<file path="src/rtl/seq_detect_param.sv">
// Runtime-loadable serial pattern detector with overlap select, bit-valid qualifier and saturating match count; SEQ_MATCH_POS_EN adds match_pos.
// Latency: out, match_cnt and match_pos update one cycle after the edge that samples the completing bit.
// Backpressure: none; en qualifies each bit, and a valid load restarts detection and drops that cycle's bit.
module seq_detect_param #(
   parameter int PAT_W = 8,
   parameter int CNT_W = 8,
   parameter int IDX_W = 16,
   localparam int LW = $clog2(PAT_W) + 1
) (
   input  logic             clk,
   input  logic             rst,
   input  logic             en,
   input  logic             in,
   input  logic             load,
   input  logic [PAT_W-1:0] pat,
   input  logic [LW-1:0]    pat_len,
   input  logic             overlap,
   input  logic             clr_cnt,
   output logic             out,
   output logic [1:0]       state,
   output logic [CNT_W-1:0] match_cnt,
`ifdef SEQ_MATCH_POS_EN
   output logic [IDX_W-1:0] match_pos,
`endif
   output logic             cnt_sat
);

   typedef enum logic [1:0] {
      IDLE = 2'b00,
      FILL = 2'b01,
      HUNT = 2'b10
   } state_t;

   // The oldest history bit never reaches the compare window, so it is not stored.
   localparam int HW = (PAT_W > 1) ? PAT_W - 1 : 1;

   state_t           st;
   logic [PAT_W-1:0] pat_r;
   logic [HW-1:0]    hist;
   logic [LW-1:0]    len_r;
   logic [LW-1:0]    fill;
   logic             ovl_r;

   logic [PAT_W-1:0] win;
   logic [LW:0]      fill_inc;
   logic [LW-1:0]    fill_nxt;
   logic             load_ok;
   logic             take;
   logic             eq;
   logic             hit;

   generate
      if (PAT_W > 1) begin : g_win
         assign win = {hist, in};
      end else begin : g_win1
         assign win = in;
      end
   endgenerate

   always_comb begin
      load_ok  = load && (pat_len != '0) && (int'(pat_len) <= PAT_W);
      take     = en && !load_ok && (st != IDLE);
      fill_inc = {1'b0, fill} + 1'b1;
      fill_nxt = (fill_inc >= {1'b0, len_r}) ? len_r : fill_inc[LW-1:0];
      eq       = 1'b1;
      for (int i = 0; i < PAT_W; i++) begin
         if ((i < int'(len_r)) && (win[i] != pat_r[i])) eq = 1'b0;
      end
      hit = take && (fill_inc >= {1'b0, len_r}) && eq;
   end

`ifdef SEQ_MATCH_POS_EN
   logic [IDX_W-1:0] bit_idx;

   always_ff @(posedge clk) begin
      if (!rst) begin
         bit_idx   <= '0;
         match_pos <= '0;
      end else if (load_ok) begin
         bit_idx <= '0;
      end else if (take) begin
         bit_idx <= bit_idx + 1'b1;
         if (hit) match_pos <= bit_idx;
      end
   end
`endif

   always_ff @(posedge clk) begin
      if (!rst) begin
         st        <= IDLE;
         pat_r     <= '0;
         len_r     <= '0;
         ovl_r     <= 1'b0;
         hist      <= '0;
         fill      <= '0;
         out       <= 1'b0;
         match_cnt <= '0;
      end else begin
         out <= hit;
         // A clear coinciding with a match counts that match as the first.
         if (hit) begin
            if (clr_cnt)         match_cnt <= CNT_W'(1);
            else if (!cnt_sat)   match_cnt <= match_cnt + 1'b1;
         end else if (clr_cnt) begin
            match_cnt <= '0;
         end

         if (load_ok) begin
            pat_r <= pat;
            len_r <= pat_len;
            ovl_r <= overlap;
            hist  <= '0;
            fill  <= '0;
            st    <= FILL;
         end else if (take) begin
            if (hit && !ovl_r) begin
               hist <= '0;
               fill <= '0;
               st   <= FILL;
            end else begin
               hist <= win[HW-1:0];
               fill <= fill_nxt;
               st   <= (fill_nxt == len_r) ? HUNT : FILL;
            end
         end
      end
   end

   assign state   = st;
   assign cnt_sat = &match_cnt;

endmodule

</file>
<file path="config.mk">
export PLATFORM = sky130hd
export DESIGN_NAME = seq_detect_param
export DESIGN_NICKNAME = d
export VERILOG_FILES = /design/src/rtl/seq_detect_param.sv
export SDC_FILE = /design/constraint.sdc
export NUM_CORES = 1
export LEC_CHECK = 0
export BUFFER_PORTS_ARGS = -buffer_cell sky130_fd_sc_hd__buf_2
export CAP_MARGIN = 20
export CORE_MARGIN = 1.5
export CORE_UTILIZATION = 49
export DETAILED_ROUTE_END_ITERATION = 6
export GPL_ROUTABILITY_DRIVEN = 0
export GPL_TIMING_DRIVEN = 0
export PLACE_DENSITY = 0.71
export SYNTH_ARGS = -nofsm -noshare
export SYNTH_HDL_FRONTEND = slang
export SYNTH_SLANG_ARGS = --single-unit
</file>
<file path="constraint.sdc">
create_clock -name clk -period 3.7 [get_ports clk]
set_clock_uncertainty 0.05 [all_clocks]
set_input_delay 0.185 -clock clk [delete_from_list [all_inputs] [get_ports clk]]
set_output_delay 0.185 -clock clk [all_outputs]
set_load 0.05 [all_outputs]
</file>
Yosys cells after proc, flatten, opt, wreduce, memory -nomap -nowiden
Index checks and enable logic that the tools add are counted. Widths: inputs -> output; s select.

Logic and storage cells: 75. Register bits: 35. Output and inout bits: 12. Input port bits: 19.

Equal/unequal tests: 10. Order comparisons: 10. Reductions and logical operators: 24. Add/subtract/negate cells: 2. Bitwise gates (word level): 1. Multiplexer cells: 19.

Operators with widths (number): $mux 8 (4); $lt 3x4->1 const A (4); $logic_and 1x1->1 (15); $mux 1 (10); $add 8x1->8 const B (1); $lt 1x4->1 const A (2); $lt 2x4->1 const A (2); $mux 4 (2); $ne 1x1->1 (8); $reduce_and 8->1 (1); $mux 7 (1); $reduce_bool 2->1 (3); $add 4x1->5 const B (1); $ge 5x4->1 (1); $eq 4x4->1 (1); $le 4x4->1 const B (1); $mux 2 (2); $reduce_bool 4->1 (1); $logic_not 1->1 (2); $ne 2x2->1 const B (1); $reduce_and 2->1 (1); $reduce_or 2->1 (1); $not 1->1 (1).

Depth between registers and ports, before layout
Gate-level depths: netlist of the first run.

Depth after elaboration: 15. Depth in mapped cells: 9. Mapped depth without buffers: 8.

Least setup slack after synthesis of the first run
OpenSTA, ideal clock, no wires.

Path kind: flip-flop to flip-flop. From: reg fill[0]. To: reg match_cnt[4]. Setup time: 0.072 ns. Stages on the path, launching flop included: 10. Path buffers: 1. Data required time: 3.578 ns. Arrival: 2.485 ns. Slack: 1.093 ns. Cells stage by stage: dfxtp_1 -> ha_1 -> xor2_1 -> ha_1 -> o21ai_0 -> o21a_1 -> or4_4 -> buf_6 -> nor4_4 -> mux2i_1.

Longest elaborated chain between the ends: 6. Elaborated cells on any way between the ends: 7. Classes of those cells: add/sub (1); order compare (1); mux (1); reduce/logical (4).

Ends and longest elaborated chain: start, declared (line 41) `logic [LW-1:0] fill;`; start signal, assigned (line 122) `fill <= fill_nxt;`; $add 4x1->5 (*) (line 63) `fill_inc = {1'b0, fill} + 1'b1;`; $ge 5x4->1 (*) (line 69) `hit = take && (fill_inc >= {1'b0, len_r}) && eq;`; $logic_and 1x1->1 (*) (2 in a row) (line 69); $reduce_bool 2->1 (no source line); $reduce_and 2->1 (no source line); end signal, assigned (line 103) `else if (!cnt_sat) match_cnt <= match_cnt + 1'b1;`; end, declared (line 21) `output logic [CNT_W-1:0] match_cnt,`.

Every way passes the cells marked *; elsewhere a longest branch is shown, timed or not. A chain may end at the register's enable or synchronous reset.

Final worst setup path of the first run
From: reg fill[0]. To: reg match_cnt[7].

Same word-level chain as after synthesis.

==> impl_metrics.json, run 1 <==
{
  "num_io_pins": 31,
  "wl_per_cell_um": 14.0,
  "crit_path_start_kind": "flip-flop",
  "regToRegSetupSlack_ns": 0.71,
  "post_synthesis_cell_area_um2": 1930,
  "std_cell_rows": 22,
  "fraction_of_layout_instances_using_a_drive_strength_above_1_pct": 18.9,
  "netlist.area_leader.share_pct": 36.3,
  "route.detailed.vias_per_inst": 5.56,
  "cts_setup_buffers": 0,
  "most_common_cell_type_on_the_critical_path": "sky130_fd_sc_hd__ha_1",
  "die_width_um": 65.8,
  "pwr-share-comb_pct": 16.7,
  "area_of_the_core_um2": 3720,
  "grt_max_degree": 11,
  "clk_path_buf_depth": 2,
  "antenna_found_initial": 0,
  "synth-adder-area-share_pct": 3.89,
  "fin_tns_setup_ns": 0,
  "gr-usage-all-layers_pct": 22.0,
  "worst_path_max_delay_cell": "sky130_fd_sc_hd__or4_4",
  "cell_count_after_synthesis": 221,
  "r2r.worst_path.cells": 9,
  "synth.yosys.seq_area_share_pct": 36.3,
  "numCtsBuffers": 5,
  "outcome": "finished, final reports clean",
  "dr.first_iter.drc_count": 125,
  "synth_top_cell_by_area": "sky130_fd_sc_hd__dfxtp_1",
  "synth.area.mux_share_pct": 9.53,
  "power.switching_fraction_pct": 28.6,
  "worstMarginPinSlew_ns": 0.460,
  "most_area_consuming_cells_after_synthesis": "sky130_fd_sc_hd__dfxtp_1 36%, sky130_fd_sc_hd__mux2i_1 7.8%, sky130_fd_sc_hd__a21oi_1 5.2%",
  "power.net_switching_mw": 0.228,
  "synth_simple_gate_area_share_pct": 21.1,
  "cell_family_contributing_the_most_delay_on_the_critical_path": "simple AND/OR/NAND/NOR gates",
  "setup_violations": 0,
  "worst_setup_hold_path_clk_slew_ns": 0.07,
  "diodes": 0,
  "reg2reg_from": "fill[0]",
  "peakVddDrop_mv": 0.310,
  "yosys_most_used_dff": "sky130_fd_sc_hd__dfxtp_1",
  "via_count": 1708,
  "min-delay-start": "pat[6]",
  "post_synth_num_cell_types": 42,
  "drc": 0,
  "fin_nets": 283,
  "min_delay_worst_endpoint": "pat_r[6]",
  "cts.sink_count": 35,
  "critical_path.cell_chain": "ha_1 > xor2_1 > ha_1 > o21ai_0 > o21a_1 > or4_4 > buf_6 > nor4_4 > mux2i_1",
  "rr_endpoint": "match_cnt[7]",
  "p_leak_nw": 0.965,
  "final-instance-count-excl-fill": 307,
  "cp_slowest_stage_delay_ns": 0.56,
  "critical_path.n_buffers_inverters": 1,
  "detail-route-antenna-nets": 0,
  "yosys_register_bits": 35,
  "slew_headroom_pct": 69.1,
  "fp.dieArea_um2": 4330,
  "finish.instance_area_um2": 2220,
  "clock_tree_from_tritoncts": "done",
  "post-layout-total-power_mw": 0.796,
  "grt_pass1_wl_um": 7230,
  "required_ns": 3.86,
  "clkPwrFrac_pct": 33.5,
  "detailedRoute.firstPassIterationCount": 4,
  "synth_top_family_by_area": "simple AND/OR/NAND/NOR gates",
  "cts-root-buf": "sky130_fd_sc_hd__clkbuf_8",
  "async_flop_share_pct": 0,
  "dieHeight_um": 65.8,
  "post_dp_cell_area_um2": 2140,
  "flow.area_growth_from_synthesis_pct": 15.1,
  "synth-xor-area-share_pct": 6.35,
  "synthesis.yosys.warnings": 0,
  "post_synth.cell_area_avg_um2": 8.74,
  "first_global_vias": 1561,
  "initial_core_utilization_pct": 52.0,
  "globalRouteOverflowTotal": 0,
  "wl_um": 4310,
  "p_int_mw": 0.568,
  "p_seq_share_pct": 49.8,
  "power.density_nw_per_um2": 358,
  "mappedNetlistNets": 246,
  "port_buffers": 30,
  "rsz0062_at_grt": "no",
  "ff_latch_area_um2": 701,
  "worst_setup_path_end_kind": "flip-flop",
  "clock_tree.htree_level_count": 2,
  "worstSetupPathType": "flip-flop to flip-flop",
  "postCtsResizedCells": 0,
  "critPathMaxFanout": 10,
  "filler_cell_count": 370,
  "placedCellCount": 299,
  "share_of_the_synthesized_area_in_compound_gates_ao_oa_aoi_oai_pct": 18.4,
  "hold_path_class": "input pin to flip-flop",
  "clk_latency_ns": 0.29,
  "worst_hold_path.num_cells": 3,
  "post_cts_hold_buffer_count": 0,
  "max_clock_freq_mhz": 335,
  "final_max_slew_viol_count": 0,
  "timing.final.crit_period_ns": 2.99,
  "dp_hpwl_um": 3270,
  "synth-edff-count": 0,
  "cap_violations": 0,
  "multi_input_area_um2": 1140,
  "hold_viol": 0,
  "finalHoldWorstSlack_ns": 0.0761,
  "worst-endpoint-arrival_ns": 3.14,
  "period_share_pct": 80.7
}
==> tightest hold or removal path, delay by kind of cell <==
family        cells  cell delay (ns)
buf+inv           1             0.07
mux               1             0.05
simple gates      1             0.07
==> per-stage QoR <==
| step | util, % | setup WS [ns] |
|---|---|---|
| floorplan | - | 1.09 |
| global placement | 57.6 | 0.872 |
| detailed placement | 57.6 | 0.744 |
| CTS | 59.8 | 0.703 |
| global route | 59.8 | 0.523 |
| finish | 59.8 | 0.713 |
==> flip-flops by register name (all words and copies together) (netlist names) <==
signal,count
len_r,4
out,1
match_cnt,8
pat_r,8
state,2
ovl_r,1
hist,7
fill,4
==> routing by layer <==
metal,wire (um),share of wire [%],GRT usage [%],vias to the layer above
li1,-,-,-,886
met5,0,0,0,-
met1,2110,49,30.1,781
met3,194,4.5,6.13,6
met4,55,1.3,4.69,0
met2,1950,45,34.5,35
==> cells in the mapped netlist (2+ instances only) <==
library cell	n
sky130_fd_sc_hd__a211oi_1	2
sky130_fd_sc_hd__a21oi_1	20
sky130_fd_sc_hd__a31oi_1	2
sky130_fd_sc_hd__and3_1	5
sky130_fd_sc_hd__buf_2	3
sky130_fd_sc_hd__clkbuf_1	7
sky130_fd_sc_hd__dfxtp_1	35
sky130_fd_sc_hd__ha_1	6
sky130_fd_sc_hd__inv_1	8
sky130_fd_sc_hd__mux2_2	3
sky130_fd_sc_hd__mux2i_1	15
sky130_fd_sc_hd__nand2_1	21
sky130_fd_sc_hd__nand2b_1	2
sky130_fd_sc_hd__nand3_1	8
sky130_fd_sc_hd__nor2_1	19
sky130_fd_sc_hd__nor3_1	3
sky130_fd_sc_hd__nor4_1	4
sky130_fd_sc_hd__nor4_4	3
sky130_fd_sc_hd__o211ai_1	12
sky130_fd_sc_hd__o21ai_0	4
sky130_fd_sc_hd__o31ai_1	2
sky130_fd_sc_hd__o41ai_1	2
sky130_fd_sc_hd__or3_1	4
sky130_fd_sc_hd__xnor2_1	4
sky130_fd_sc_hd__xor2_1	10
==> power groups by stage <==
| stage | clock network, mW | logic (mW) | registers (mW) |
|---|---|---|---|
| global route | 0.285 | 0.148 | 0.397 |
| floorplan | 0 | 0.0904 | 0.409 |
| detailed placement | 0 | 0.132 | 0.405 |
| CTS | 0.270 | 0.133 | 0.396 |
| global placement | 0 | 0.131 | 0.404 |
| finish | 0.267 | 0.133 | 0.396 |
==> layout by cell type, fill, tap and decap left out, types with 5 or more instances in the layout <==
master and instances:
sky130_fd_sc_hd__nand2_1 21, sky130_fd_sc_hd__xor2_1 10, sky130_fd_sc_hd__clkbuf_8 5, sky130_fd_sc_hd__o211ai_1 12
sky130_fd_sc_hd__inv_1 8, sky130_fd_sc_hd__mux2i_1 15, sky130_fd_sc_hd__ha_1 6, sky130_fd_sc_hd__clkbuf_1 9
sky130_fd_sc_hd__dfxtp_1 35, sky130_fd_sc_hd__nand3_1 8, sky130_fd_sc_hd__nor2_1 19, sky130_fd_sc_hd__and3_1 5
sky130_fd_sc_hd__a21oi_1 20, sky130_fd_sc_hd__buf_2 33
==> kinds of logic after synthesis <==
kind of cell | count (synthesis)
compound gates | 54
xor+xnor | 14
fa+ha+maj | 6
buf+inv | 20
flops | 35
mux | 18
simple gates | 74
==> cell type report <==
| cell class | count | share of cell area (%) |
|---|---|---|
| Inverter | 8 | 1.35 |
| Sequential cell | 35 | 31.5 |
| Multi-Input combinational cell | 166 | 51.5 |
| Clock inverter | 1 | 0.225 |
| Clock buffer | 7 | 3.43 |
| Buffer | 12 | 2.53 |
| Tap cell | 48 | 2.70 |
| Timing Repair Buffer | 30 | 6.76 |
==> worst max path at each step <==
stage,start,to,cells after the start
5_1_grt,fill[0],match_cnt[7],9
4_1_cts,fill[0],match_cnt[7],9
3_3_place_gp,fill[0],hist[3],9
3_5_place_dp,fill[0],match_cnt[7],9
2_1_floorplan,fill[0],match_cnt[4],9
6_report,fill[0],match_cnt[7],9
Note: power is estimated with default switching activity, not from simulation.
==> inputs of run 2 (changes only) <==
Clock period 3.7 ns to 2.9 ns, I/O delays scaled along.
==> run 2 against run 1 <==
First-iteration DRC count increased by 26%. Count of clock-buffer cells in the layout is the same. Setup slack got worse by 0.60 ns. Clock power is 27% higher. Hold slack worse by 0.036 ns. Via count decreased by 0.59%. Highest routed layer unchanged. Critical path type unchanged. Largest power group unchanged. Utilization is 0.61 points higher. Total power is 28% higher.
==> impl_metrics.json, run 2 (synthesized netlist as in run 1, its figures left out) <==
{
  "cp_slowest_stage_delay_ns": 0.55,
  "multi_input_area_um2": 1160,
  "fp.dieArea_um2": 4330,
  "gr-usage-all-layers_pct": 22.0,
  "worst_hold_path.num_cells": 3,
  "post_cts_hold_buffer_count": 0,
  "fraction_of_layout_instances_using_a_drive_strength_above_1_pct": 20.8,
  "dp_hpwl_um": 3270,
  "std_cell_rows": 22,
  "via_count": 1698,
  "slew_headroom_pct": 69.0,
  "worst_path_max_delay_cell": "sky130_fd_sc_hd__or4_4",
  "reg2reg_from": "fill[2]",
  "detailedRoute.firstPassIterationCount": 4,
  "setup_violations": 0,
  "post-layout-total-power_mw": 1.02,
  "grt_pass1_wl_um": 7230,
  "drc": 0,
  "cts-root-buf": "sky130_fd_sc_hd__clkbuf_8",
  "die_width_um": 65.8,
  "placedCellCount": 299,
  "max_clock_freq_mhz": 359,
  "detail-route-antenna-nets": 0,
  "min_delay_worst_endpoint": "pat_r[6]",
  "clk_path_buf_depth": 2,
  "outcome": "finished, final reports clean",
  "final-instance-count-excl-fill": 307,
  "final_max_slew_viol_count": 0,
  "power.density_nw_per_um2": 452,
  "top_regs": "match_cnt x8, pat_r x8, hist x7",
  "worst_setup_hold_path_clk_slew_ns": 0.07,
  "most_frequent_standard_cell_in_the_layout_excluding_fill_and_tap_cells": "sky130_fd_sc_hd__dfxtp_1",
  "first_global_vias": 1561,
  "filler_cell_count": 365,
  "area_of_the_core_um2": 3720,
  "crit_path_start_kind": "flip-flop",
  "globalRouteOverflowTotal": 0,
  "clk_latency_ns": 0.28,
  "ff_latch_area_um2": 704,
  "flow.area_growth_from_synthesis_pct": 16.3,
  "cts.sink_count": 35,
  "most_frequent_cells_in_the_layout": "34 x sky130_fd_sc_hd__dfxtp_1, 33 x sky130_fd_sc_hd__buf_2, 21 x sky130_fd_sc_hd__nand2_1, 20 x sky130_fd_sc_hd__a21oi_1, 19 x sky130_fd_sc_hd__nor2_1",
  "regToRegSetupSlack_ns": 0.11,
  "rr_endpoint": "match_cnt[7]",
  "critPathMaxFanout": 10,
  "cts_setup_buffers": 0,
  "diodes": 0,
  "port_buffers": 30,
  "r2r.worst_path.cells": 9,
  "peakVddDrop_mv": 0.394,
  "p_leak_nw": 0.972,
  "hold_viol": 0,
  "cap_violations": 0,
  "period_share_pct": 96.0,
  "wl_um": 4340,
  "num_io_pins": 31,
  "antenna_found_initial": 0,
  "dr.first_iter.drc_count": 158,
  "grt_max_degree": 11,
  "worst-endpoint-arrival_ns": 2.94,
  "initial_core_utilization_pct": 52.0,
  "worst_setup_path_end_kind": "flip-flop",
  "numCtsBuffers": 5,
  "clock_tree_from_tritoncts": "done",
  "min-delay-start": "pat[6]",
  "fin_nets": 283,
  "wl_per_cell_um": 14.1,
  "clock_tree.htree_level_count": 2,
  "required_ns": 3.05,
  "route.detailed.vias_per_inst": 5.53,
  "dieHeight_um": 65.8,
  "critical_path.cell_chain": "nand3_1 > xnor2_2 > ha_1 > o21ai_0 > o21a_2 > or4_4 > buf_6 > nor4_4 > mux2i_1",
  "worstSetupPathType": "flip-flop to flip-flop",
  "timing.final.crit_period_ns": 2.79,
  "rsz0062_at_grt": "no",
  "hold_path_class": "input pin to flip-flop",
  "worstMarginPinSlew_ns": 0.460
}
-- run 2: cell count changes in the layout (fill, tap and decap cells not counted) --
cell | before | now
sky130_fd_sc_hd__xor2_2 | 0 | 1
sky130_fd_sc_hd__dfxtp_1 | 35 | 34
sky130_fd_sc_hd__xor2_1 | 10 | 9
sky130_fd_sc_hd__o21a_2 | 0 | 1
sky130_fd_sc_hd__xnor2_2 | 0 | 1
sky130_fd_sc_hd__xnor2_1 | 4 | 3
sky130_fd_sc_hd__ha_2 | 0 | 1
sky130_fd_sc_hd__ha_1 | 6 | 5
sky130_fd_sc_hd__o21a_1 | 1 | 0
sky130_fd_sc_hd__dfxtp_4 | 0 | 1
-- run 2: how the worst max path moves through the flow --
stage	start	endpoint	slack, ns	depth (start not counted)
after floorplan	fill[0]	match_cnt[4]	0.29	9
after global placement	fill[0]	hist[3]	0.07	9
after detailed placement	fill[0]	match_cnt[7]	-0.06	9
after CTS	fill[0]	match_cnt[7]	0.01	9
after global routing	fill[2]	match_cnt[7]	0.007	9
final	fill[2]	match_cnt[7]	0.11	9
-- run 2: layout make-up --
class                      count  share of cell area (%)
buffer                        12                    2.51
clock buffer                   7                    3.40
tap                           48                    2.68
multi-input combinational    166                    51.8
timing repair buffer          30                    6.69
inverter                       8                    1.34
sequential                    35                    31.4
clock inverter                 1                   0.223
-- run 2: layer usage --
metal / vias up / GRT usage [%] / routed length (um)
li1: 881 / - / -
met1: 777 / 30.1 / 2130
met2: 33 / 34.5 / 2000
met3: 7 / 6.13 / 161
met4: 0 / 4.69 / 53
met5: - / 0 / 0
-- run 2: per-stage QoR --
step / setup TNS [ns] / hold slack, ns / util [%] / instance area (um2) / setup slack (ns)
after floorplan: 0 / 0.231 / - / 1930 / 0.293
after global placement: 0 / 0.324 / 57.6 / 2140 / 0.0720
after detailed placement: -0.0563 / 0.335 / 57.6 / 2140 / -0.0563
after CTS: 0 / 0.0410 / 59.8 / 2220 / 0.0120
after global routing: 0 / 0.0588 / 60.4 / 2240 / 0.00680
final: 0 / 0.0401 / 60.4 / 2240 / 0.115
-- run 2: report_power, final --
part / total, mW / switching, mW / internal (mW)
clock network: 0.339 / 0.171 / 0.168
registers: 0.505 / 0.0122 / 0.493
logic: 0.171 / 0.108 / 0.0633
total: 1.02 / 0.291 / 0.724
-- run 2: critical path: cells and delay by family (launching register included) --
family                   cells  cell delay (ns)
AO/OA/AOI/OAI                2             0.40
flip-flops                   1             0.43
multiplexers                 1             0.25
XOR/XNOR                     1             0.19
AND/OR/NAND/NOR              3             0.93
adder cells (fa/ha/maj)      1             0.29
buffers and inverters        1             0.17
-- run 2: repair_timing --
item | in CTS | in global routing
gates cloned | 0 | 0
pin swaps | 0 | 0
endpoints found under the setup margin | 10 | 15
gates resized for setup | 1 | 5
==> inputs of run 3 (changes only) <==
Settings changed: ABC_AREA from default to 1, PLACE_DENSITY 0.71 to 0.7.
==> run 3 against run 2 <==
Area after synthesis rose by 3.0%. Utilization rose by 0.54 points. Clock power rose by 14%. First-iteration DRC count fell by 53%. Die area rose by 2.8%. Maximum frequency rose by 14%. Critical path depth rose by 5. Non-clock buffer count fell by 5. Setup slack improved by 0.35 ns.
==> impl_metrics.json, run 3 <==
{
  "area_of_the_core_um2": 3770,
  "grt_use_met1_pct": 30.9,
  "std_cell_rows": 22,
  "grt_max_degree": 11,
  "drc": 0,
  "synth.most_common_cell": "sky130_fd_sc_hd__nand2_1",
  "required_ns": 3.03,
  "post_synth_most_frequent_cells": "63 x sky130_fd_sc_hd__nand2_1, 35 x sky130_fd_sc_hd__dfxtp_1, 33 x sky130_fd_sc_hd__inv_1, 29 x sky130_fd_sc_hd__nor2_1, 27 x sky130_fd_sc_hd__a21oi_1",
  "fin_nets": 347,
  "synth_top_cell_by_area": "sky130_fd_sc_hd__dfxtp_1",
  "most_area_consuming_cells_after_synthesis": "sky130_fd_sc_hd__dfxtp_1 35%, sky130_fd_sc_hd__nand2_1 12%, sky130_fd_sc_hd__a21oi_1 6.8%",
  "worst_setup_hold_path_clk_slew_ns": 0.07,
  "worst-endpoint-arrival_ns": 2.57,
  "fin_tns_setup_ns": 0,
  "netlist.area_leader.share_pct": 35.2,
  "final_max_slew_viol_count": 0,
  "p_leak_nw": 1.07,
  "outcome": "finished, final reports clean",
  "peakVddDrop_mv": 0.353,
  "clock_tree_from_tritoncts": "done",
  "cts.sink_count": 35,
  "detail-route-antenna-nets": 0,
  "globalRouteOverflowTotal": 0,
  "mappedNetlistNets": 310,
  "antenna_found_initial": 0,
  "yosys_most_used_dff": "sky130_fd_sc_hd__dfxtp_1",
  "die_width_um": 66.7,
  "post_synth.cell_area_avg_um2": 6.98,
  "clk_path_buf_depth": 2,
  "worst_setup_path_end_kind": "flip-flop",
  "hold_viol": 0,
  "num_io_pins": 31,
  "dr.first_iter.drc_count": 74,
  "detailedRoute.firstPassIterationCount": 4,
  "yosys_register_bits": 35,
  "power.density_nw_per_um2": 514,
  "slew_headroom_pct": 63.3,
  "grt_use_met3_pct": 5.74,
  "fraction_of_layout_instances_using_a_drive_strength_above_1_pct": 20.7,
  "cts_setup_buffers": 0,
  "first_global_vias": 1841,
  "timing.final.crit_period_ns": 2.43,
  "critPathMaxFanout": 7,
  "async_flop_share_pct": 0,
  "dp_hpwl_um": 3420,
  "clk_latency_ns": 0.29,
  "hold_path_class": "input pin to flip-flop",
  "filler_cell_count": 393,
  "setup_violations": 0,
  "max_clock_freq_mhz": 411,
  "grt-busiest-layer": "met2",
  "worstSetupPathType": "flip-flop to flip-flop",
  "grt_pass1_wl_um": 7880,
  "gr-usage-all-layers_pct": 23.5,
  "synth.yosys.seq_area_share_pct": 35.2,
  "post_cts_hold_buffer_count": 0,
  "cell_count_after_synthesis": 285,
  "via_count": 1904,
  "most_frequent_cells_in_the_layout": "63 x sky130_fd_sc_hd__nand2_1, 35 x sky130_fd_sc_hd__dfxtp_1, 33 x sky130_fd_sc_hd__inv_1, 31 x sky130_fd_sc_hd__buf_2, 29 x sky130_fd_sc_hd__nor2_1",
  "initial_core_utilization_pct": 52.7,
  "synthesis.yosys.warnings": 0,
  "cts-root-buf": "sky130_fd_sc_hd__clkbuf_8",
  "period_share_pct": 83.9,
  "clock_tree.htree_level_count": 2,
  "numCtsBuffers": 5,
  "post_synth_num_cell_types": 38,
  "diodes": 0,
  "fp.dieArea_um2": 4450,
  "finalHoldWorstSlack_ns": 0.0573,
  "use_met2_pct": 38.0,
  "port_buffers": 30,
  "cap_violations": 0,
  "wl_um": 4450,
  "postCtsResizedCells": 0,
  "most_frequent_standard_cell_in_the_layout_excluding_fill_and_tap_cells": "sky130_fd_sc_hd__nand2_1",
  "synth-edff-count": 0,
  "route.detailed.vias_per_inst": 5.13,
  "dieHeight_um": 66.7,
  "flow.area_growth_from_synthesis_pct": 15.6,
  "rsz0062_at_grt": "no",
  "top_regs": "match_cnt x8, pat_r x8, hist x7",
  "worstMarginPinSlew_ns": 0.551,
  "wl_per_cell_um": 12.0,
  "crit_path_start_kind": "flip-flop",
  "post_synthesis_cell_area_um2": 1990
}
[run 3: changes by cell type in the layout (fill, tap and decap cells not counted), moves of 4 or more]
cell                       before  now
sky130_fd_sc_hd__and3_1         5    0
sky130_fd_sc_hd__nor4_1         4    0
sky130_fd_sc_hd__inv_1          8   33
sky130_fd_sc_hd__o211ai_1      12    1
sky130_fd_sc_hd__nand3_1        8   14
sky130_fd_sc_hd__xor2_1         9    3
sky130_fd_sc_hd__nand2_1       21   63
sky130_fd_sc_hd__inv_2          0    5
sky130_fd_sc_hd__mux2i_1       15    0
sky130_fd_sc_hd__a21oi_1       20   27
sky130_fd_sc_hd__o21ai_0        4   25
sky130_fd_sc_hd__or3_1          4    0
sky130_fd_sc_hd__nor2_1        19   29
sky130_fd_sc_hd__clkbuf_1       9    3
[run 3: worst max-delay path, cell delays in order, from the launching register on]
cell and delay, ns:
sky130_fd_sc_hd__dfxtp_1 0.37, sky130_fd_sc_hd__ha_1 0.25, sky130_fd_sc_hd__xnor2_1 0.27, sky130_fd_sc_hd__inv_1 0.08, sky130_fd_sc_hd__ha_1 0.28, sky130_fd_sc_hd__o21a_1 0.12, sky130_fd_sc_hd__nand2_2 0.09, sky130_fd_sc_hd__nand2_4 0.11
sky130_fd_sc_hd__nand3_2 0.11, sky130_fd_sc_hd__nor2_4 0.15, sky130_fd_sc_hd__nand3_4 0.14, sky130_fd_sc_hd__nand2_4 0.12, sky130_fd_sc_hd__inv_2 0.05, sky130_fd_sc_hd__nor2_1 0.09, sky130_fd_sc_hd__nor2_1 0.05
[run 3: path summary, 6_finish.rpt]
check	slack, ns	to	cells after the start	start
worst max register to register	0.47	match_cnt[3]	14	fill[0]
worst max-delay path	0.47	match_cnt[3]	14	fill[0]
worst min-delay path	0.06	pat_r[6]	3	pat[6]
worst min register to register	0.42	pat_r[1]	2	pat_r[1]
[run 3: per-layer routing]
metal,up-vias,wire length [um]
met5,-,0
met1,855,2110
met2,46,2070
met4,0,43
met3,5,229
li1,998,-
[run 3: report_power, final]
group	internal, mW	switching, mW	total [mW]
Sequential	0.508	0.0225	0.530
Clock	0.217	0.169	0.386
Combinational	0.0919	0.173	0.265
[run 3: cell families after synthesis]
family	synth area share [%]
XOR/XNOR	2.20
flip-flops	35.2
adder cells (fa/ha/maj)	3.78
AND/OR/NAND/NOR	31.8
buffers and inverters	9.00
AO/OA/AOI/OAI	17.9
[run 3: area by class of cell]
cell class	count	area, um2	area share, %
multi-input cells	205	1110	48.2
plain buffers	7	36.3	1.58
inverters	38	143	6.21
well taps	48	60.1	2.61
repair buffers	30	150	6.53
clock buffers	8	100	4.35
flip-flops and latches	35	701	30.5
[run 3: metrics by stage]
| stage | instance area, um2 | setup slack, ns | power, mW | utilization [%] | std cells |
|---|---|---|---|---|---|
| after detailed placement | 2200 | 0.458 | 0.806 | 58.3 | 363 |
| after CTS | 2300 | 0.443 | 1.19 | 60.9 | 371 |
| after floorplan | 1990 | 0.748 | 0.740 | - | 285 |
| after global placement | 2200 | 0.519 | 0.801 | 58.3 | 363 |
| final | 2300 | 0.466 | 1.18 | 60.9 | 371 |
| after global routing | 2300 | 0.299 | 1.25 | 60.9 | 371 |
